--- src/rtl/seq_gen_pkg.sv ---
// Shared types and helpers for the serial pattern generator.
// SEQ_GEN_PARITY_EN adds the PARITY state used for the per-frame odd-parity slot.
package seq_gen_pkg;

  localparam int unsigned MAX_PAT_W   = 16;
  localparam logic [3:0]  SEQ_DEF_PAT = 4'b1011;

  typedef enum logic [1:0] {
    ST_IDLE   = 2'd0,
    ST_SEND   = 2'd1
`ifdef SEQ_GEN_PARITY_EN
    ,
    ST_PARITY = 2'd2
`endif
  } state_e;

  // Returns (1 << (k+1)) - 1 without overflowing the shift at the top width.
  function automatic logic [MAX_PAT_W-1:0] thermometer(input int unsigned k);
    logic [MAX_PAT_W-1:0] t;
    t = '0;
    for (int unsigned i = 0; i < MAX_PAT_W; i++) begin
      t[i] = (i <= k);
    end
    return t;
  endfunction

endpackage

--- src/rtl/seq_piso.sv ---
// Parallel-load, MSB-first shift register; load wins over shift, en gates both.
module seq_piso #(
  parameter int unsigned W = 4
) (
  input  logic         clk,
  input  logic         rst_n,
  input  logic         en_i,
  input  logic         load_i,
  input  logic         shift_i,
  input  logic [W-1:0] din_i,
  output logic         msb_o
);

  logic [W-1:0] sr_q;

  always_ff @(posedge clk or negedge rst_n) begin
    if (!rst_n) begin
      sr_q <= '0;
    end else if (en_i) begin
      if (load_i) begin
        sr_q <= din_i;
      end else if (shift_i) begin
        sr_q <= {sr_q[W-2:0], 1'b0};
      end
    end
  end

  assign msb_o = sr_q[W-1];

endmodule

--- src/rtl/seq_pattern_gen.sv ---
// Serial pattern transmitter: sends (reps+1) copies of a captured pattern MSB first.
// Define SEQ_GEN_PARITY_EN to append an odd-parity slot (and par_slot_o) after each frame.
module seq_pattern_gen
  import seq_gen_pkg::*;
#(
  parameter int unsigned      PAT_W   = 4,
  parameter int unsigned      CNT_W   = 4,
  parameter logic [PAT_W-1:0] DEF_PAT = PAT_W'(SEQ_DEF_PAT)
) (
  input  logic             clk,
  input  logic             rst_n,
  input  logic             en_i,
  input  logic             start_i,
  input  logic [PAT_W-1:0] pattern_i,
  input  logic [CNT_W-1:0] reps_i,
  output logic             dout_o,
  output logic             dout_vld_o,
  output logic             busy_o,
  output logic             done_o,
`ifdef SEQ_GEN_PARITY_EN
  output logic             par_slot_o,
`endif
  output logic [PAT_W-1:0] progress_o
);

  localparam int unsigned      BIT_W    = $clog2(PAT_W + 1);
  localparam logic [BIT_W-1:0] LAST_BIT = BIT_W'(PAT_W - 1);
  // Bit index PAT_W marks "all frames sent, emit done on the next edge".
  localparam logic [BIT_W-1:0] END_BIT  = BIT_W'(PAT_W);

  state_e             state_q, state_d;
  logic [BIT_W-1:0]   bit_q, bit_d;
  logic [CNT_W-1:0]   frame_q, frame_d;
  logic [PAT_W-1:0]   shadow_q, shadow_d;
  logic               dout_q, dout_d;
  logic               vld_q, vld_d;
  logic               busy_q, busy_d;
  logic               done_q, done_d;
  logic [PAT_W-1:0]   prog_q, prog_d;
`ifdef SEQ_GEN_PARITY_EN
  logic               par_q, par_d;
`endif
  logic               piso_load, piso_shift, piso_msb, frame_end;
  logic [PAT_W-1:0]   piso_din;

  seq_piso #(.W(PAT_W)) u_piso (
    .clk     (clk),
    .rst_n   (rst_n),
    .en_i    (en_i),
    .load_i  (piso_load),
    .shift_i (piso_shift),
    .din_i   (piso_din),
    .msb_o   (piso_msb)
  );

  always_ff @(posedge clk or negedge rst_n) begin
    if (!rst_n) begin
      state_q  <= ST_IDLE;
      bit_q    <= '0;
      frame_q  <= '0;
      shadow_q <= '0;
      dout_q   <= 1'b0;
      vld_q    <= 1'b0;
      busy_q   <= 1'b0;
      done_q   <= 1'b0;
      prog_q   <= '0;
`ifdef SEQ_GEN_PARITY_EN
      par_q    <= 1'b0;
`endif
    end else if (en_i) begin
      state_q  <= state_d;
      bit_q    <= bit_d;
      frame_q  <= frame_d;
      shadow_q <= shadow_d;
      dout_q   <= dout_d;
      vld_q    <= vld_d;
      busy_q   <= busy_d;
      done_q   <= done_d;
      prog_q   <= prog_d;
`ifdef SEQ_GEN_PARITY_EN
      par_q    <= par_d;
`endif
    end
  end

  // Next state and next outputs; the _d outputs describe what appears after this edge.
  always_comb begin
    state_d    = state_q;
    bit_d      = bit_q;
    frame_d    = frame_q;
    shadow_d   = shadow_q;
    dout_d     = 1'b0;
    vld_d      = 1'b0;
    busy_d     = 1'b0;
    done_d     = 1'b0;
    prog_d     = '0;
`ifdef SEQ_GEN_PARITY_EN
    par_d      = 1'b0;
`endif
    piso_load  = 1'b0;
    piso_shift = 1'b0;
    frame_end  = 1'b0;

    case (state_q)
      ST_IDLE: begin
        if (start_i) begin
          shadow_d  = (pattern_i == '0) ? DEF_PAT : pattern_i;
          frame_d   = reps_i;
          bit_d     = '0;
          piso_load = 1'b1;
          state_d   = ST_SEND;
        end
      end
      ST_SEND: begin
        if (bit_q == END_BIT) begin
          done_d  = 1'b1;
          state_d = ST_IDLE;
        end else begin
          dout_d     = piso_msb;
          vld_d      = 1'b1;
          busy_d     = 1'b1;
          prog_d     = PAT_W'(thermometer(32'(bit_q)));
          piso_shift = 1'b1;
          if (bit_q == LAST_BIT) begin
`ifdef SEQ_GEN_PARITY_EN
            state_d = ST_PARITY;
`else
            frame_end = 1'b1;
`endif
          end else begin
            bit_d = bit_q + BIT_W'(1);
          end
        end
      end
`ifdef SEQ_GEN_PARITY_EN
      ST_PARITY: begin
        dout_d    = ~^shadow_q;
        vld_d     = 1'b1;
        busy_d    = 1'b1;
        prog_d    = '1;
        par_d     = 1'b1;
        state_d   = ST_SEND;
        frame_end = 1'b1;
      end
`endif
      default: state_d = ST_IDLE;
    endcase

    // Reload the shadow pattern for another frame, or arm the done cycle.
    if (frame_end) begin
      if (frame_q != '0) begin
        frame_d   = frame_q - CNT_W'(1);
        bit_d     = '0;
        piso_load = 1'b1;
      end else begin
        bit_d = END_BIT;
      end
    end
    piso_din = shadow_d;
  end

  assign dout_o     = dout_q;
  assign dout_vld_o = vld_q;
  assign busy_o     = busy_q;
  assign done_o     = done_q;
  assign progress_o = prog_q;
`ifdef SEQ_GEN_PARITY_EN
  assign par_slot_o = par_q;
`endif

endmodule

--- config.mk ---
export PLATFORM = sky130hd
export DESIGN_NAME = seq_pattern_gen
export DESIGN_NICKNAME = d
export VERILOG_FILES = /design/src/rtl/seq_gen_pkg.sv /design/src/rtl/seq_piso.sv /design/src/rtl/seq_pattern_gen.sv
export SDC_FILE = /design/constraint.sdc
export NUM_CORES = 1
export LEC_CHECK = 0
export ABC_AREA = 1
export BUFFER_PORTS_ARGS = -buffer_cell sky130_fd_sc_hd__buf_2
export CAP_MARGIN = 20
export CORE_ASPECT_RATIO = 1.4
export CORE_MARGIN = 2
export CORE_UTILIZATION = 55
export DETAILED_ROUTE_END_ITERATION = 16
export MAX_ROUTING_LAYER = met4
export PLACE_DENSITY = 0.78
export SYNTH_ARGS = -nofsm -noshare
export SYNTH_HDL_FRONTEND = slang
export SYNTH_SLANG_ARGS = --single-unit
--- constraint.sdc ---
create_clock -name clk -period 1.8 [get_ports clk]
set_clock_uncertainty 0.1 [all_clocks]
set_input_delay 0.09 -clock clk [delete_from_list [all_inputs] [get_ports clk]]
set_output_delay 0.09 -clock clk [all_outputs]
set_load 0.05 [all_outputs]
==> impl_metrics.tcl <==
set metrics [dict create \
    cpMaxStageDelayCell "dfrtp_1" \
    clk_path_buf_depth 2 \
    seqPwrFrac_pct 35.5 \
    syn_inst 163 \
    num_vias 1153 \
    internal_power_w 0.001287 \
    routabilityCongestion 0.8830 \
    dp_hpwl_mm 1.980 \
    path_max_fanout 10 \
    grt_pass1_wl_mm 4.830 \
    finalHoldViolCount 2 \
    wl_per_cell_um 13.38 \
    drt-initial-drc-count 35 \
    comb_power_share_pct 48.7 \
    cp.required_ns 1.92 \
    placement.cell_area_mm2 0.001340 \
    finish.net_count 202 \
    timing.rr.end "u_piso.sr_q[2]" \
    vdd_ir_drop_max_v 0.0009717 \
    p_sw_share_pct 47.22 \
    cp_cell_sequence "inv_1 -> ha_1 -> nand3_1 -> nand3_2 -> nand2_2 -> nand2_1 -> nand3_1 -> nand2_1" \
    grt_max_degree 23 \
    final.setup.tns_ns 0 \
    tightest_slew_ns 0.4966 \
    yosys.area.top_type "dfrtp_1" \
    period_minus_slack_ns 1.595 \
    hold_ws_ns -0.004938 \
    setup_violations 0 \
    switchingPower_w 0.001151 \
    path_buf_inv 1 \
    whs_path_depth 5 \
    final_cell_mix "nand2_1, dfrtp_1, buf_2, nand3_1, inv_1" \
    start_util_pct 57.85 \
    clk_pin_slew_ns 0.13 \
    yosys_warnings 0 \
    mostFrequentLayoutCell "nand2_1" \
    cts_root_buf "clkbuf_4" \
    status "finished, violations left" \
    cpPeakStageDelay_ns 0.41 \
    crit_type "reg2reg" \
    rsz0062_at_grt "false" \
    syn_area_mm2 0.001245 \
    num_rows 20 \
    first_pass_iters 4 \
    diodes 0 \
    min-delay-path-class "in2reg" \
    cts_tree "built" \
    fmax_ghz 0.6270 \
    ctsHtreeMaxLevel 1 \
    ys_seq_area_share_pct 44.22 \
    drc 0 \
    grt_pass1_vias 1123 \
    async_flop_share_pct 100.0 \
    synth_edf_count 0 \
    drive_above_1_share_pct 17.93 \
    final-seq-area_um2 550.5 \
    routed_wirelength_mm 2.757 \
    netlist.area_leader.share_pct 44.22 \
    portBuffers 19 \
    ios 20 \
    finalMaxSlewViolations 0 \
    grt-ovfl-total 0 \
    period_share_pct 88.61 \
    slew_headroom_pct 66.89 \
    cts_buffers 3 \
    p_per_area_mw_per_mm2 1726 \
    yosys-top-cells-area "dfrtp_1, nand2_1, nand3_1, ha_1, inv_1" \
    grt_usage_pct 25.85 \
    startpoint_type "flop" \
    reg2reg_from "frame_q[0]" \
    postRouteAntennaNets 0 \
    via_per_inst 5.597 \
    hold_end "frame_q[1]" \
    area_growth_pct 13.47 \
    die-height_um 60.30 \
    die_area_mm2 0.002666 \
    synth_seq_cells 22 \
    ys_types 21 \
    antenna_found_initial 0 \
    reg2reg_depth 8 \
    nFillCells 199 \
    fin_util_pct 65.64 \
    critical-path-top-delay-family "simple AND/OR/NAND/NOR gates" \
    post_cts_resized 0 \
    violations "hold timing" \
    pre_cts_slack_ns 0.2427 \
    finalInstanceArea_mm2 0.001413 \
    avgSynthCellArea_um2 7.638 \
    cp.arrival_ns 1.72 \
    multi_input_area_um2 585.6 \
    hp-start "reps_i[1]" \
    syn-num-nets 180 \
    power_frac_clock_pct 15.9 \
    fin_ws_ns 0.2050 \
    drv_cap 0 \
    crit_path_end_kind "flop" \
    synth-main-ff-cell "dfrtp_1" \
    coreArea_mm2 0.002152 \
    clock_sinks 22 \
    leakage_nw 0.7563 \
    clk-insertion-delay-late_ns 0.33 \
    reg2reg_slack_ns 0.20 \
    chipWidth_um 44.21 \
]
-- routing by layer --
metal | up-vias | part of all wire, % | global-route usage (%)
met5 | - | 0 | -
met4 | 0 | 2.0 | 13.85
met3 | 5 | 4.6 | 3.625
met2 | 36 | 52 | 40.76
met1 | 549 | 42 | 31.77
li1 | 563 | - | -
-- registers in the layout, indices dropped and copies added, names as in the netlist --
| signal | cells |
|---|---|
| shadow_q | 4 |
| bit_q | 3 |
| u_piso.sr_q | 4 |
| dout_o | 1 |
| state_q | 1 |
| progress_o | 4 |
| frame_q | 4 |
| done_o | 1 |
-- synth_stat cells (3+ instances only) --
cell,count
nand2_1,54
dfrtp_1,22
nand3_1,18
inv_1,16
o21ai_0,10
nor2_1,8
o21ai_1,8
ha_1,5
buf_4,4
a21oi_1,3
nand2_2,3
-- cell families after synthesis --
family | after synthesis | synth area share (%)
AND/OR/NAND/NOR | 88 | 30.25
AO/OA/AOI/OAI | 24 | 11.76
buffers and inverters | 24 | 8.743
flip-flops | 22 | 44.22
adder cells (fa/ha/maj) | 5 | 5.025
-- worst reg2reg max path, cell delays in order, from the launching register on --
cell	delay, ns
dfrtp_1	0.41
inv_1	0.08
ha_1	0.23
nand3_1	0.10
nand3_2	0.20
nand2_2	0.17
nand2_1	0.07
nand3_1	0.07
nand2_1	0.06
-- how the worst max path moves through the flow --
stage | start | endpoint | slack [ns] | depth (start not counted)
after floorplan | bit_q[0] | u_piso.sr_q[1] | 0.42 | 7
after global placement | bit_q[0] | u_piso.sr_q[3] | 0.27 | 7
after detailed placement | bit_q[0] | u_piso.sr_q[2] | 0.24 | 7
after CTS | bit_q[0] | u_piso.sr_q[2] | 0.21 | 7
after global routing | frame_q[0] | u_piso.sr_q[1] | 0.04 | 8
final | frame_q[0] | u_piso.sr_q[2] | 0.20 | 8
-- power groups by stage --
stage	clock network [W]	logic (W)	registers [W]
2_1_floorplan	0	0.000769	0.00103
3_3_place_gp	0	0.00113	0.000860
3_5_place_dp	0	0.00117	0.000872
4_1_cts	0.000385	0.00119	0.000865
5_1_grt	0.000407	0.00133	0.000895
6_report	0.000387	0.00119	0.000865
-- layout make-up --
cell class              count  area share (%)
inverters                  19           5.226
flip-flops and latches     22           38.97
clock inverters             1           2.126
repair buffers             22           8.680
clock buffers               3           1.594
multi-input cells         117           41.45
well taps                  22           1.949
-- timing repair --
| item | 4_1_cts | 5_1_grt |
|---|---|---|
| setup buffers | 0 | 0 |
| hold endpoints to repair | 23 | 0 |
| hold buffers | 2 | 0 |
-- per-stage QoR --
stage          total power (W)  cells
2_1_floorplan         0.001795    163
3_3_place_gp          0.001989    200
3_5_place_dp          0.002043    200
4_1_cts               0.002437    206
5_1_grt               0.002630    206
6_report              0.002438    206
Note: power is estimated with default switching activity, not from simulation.
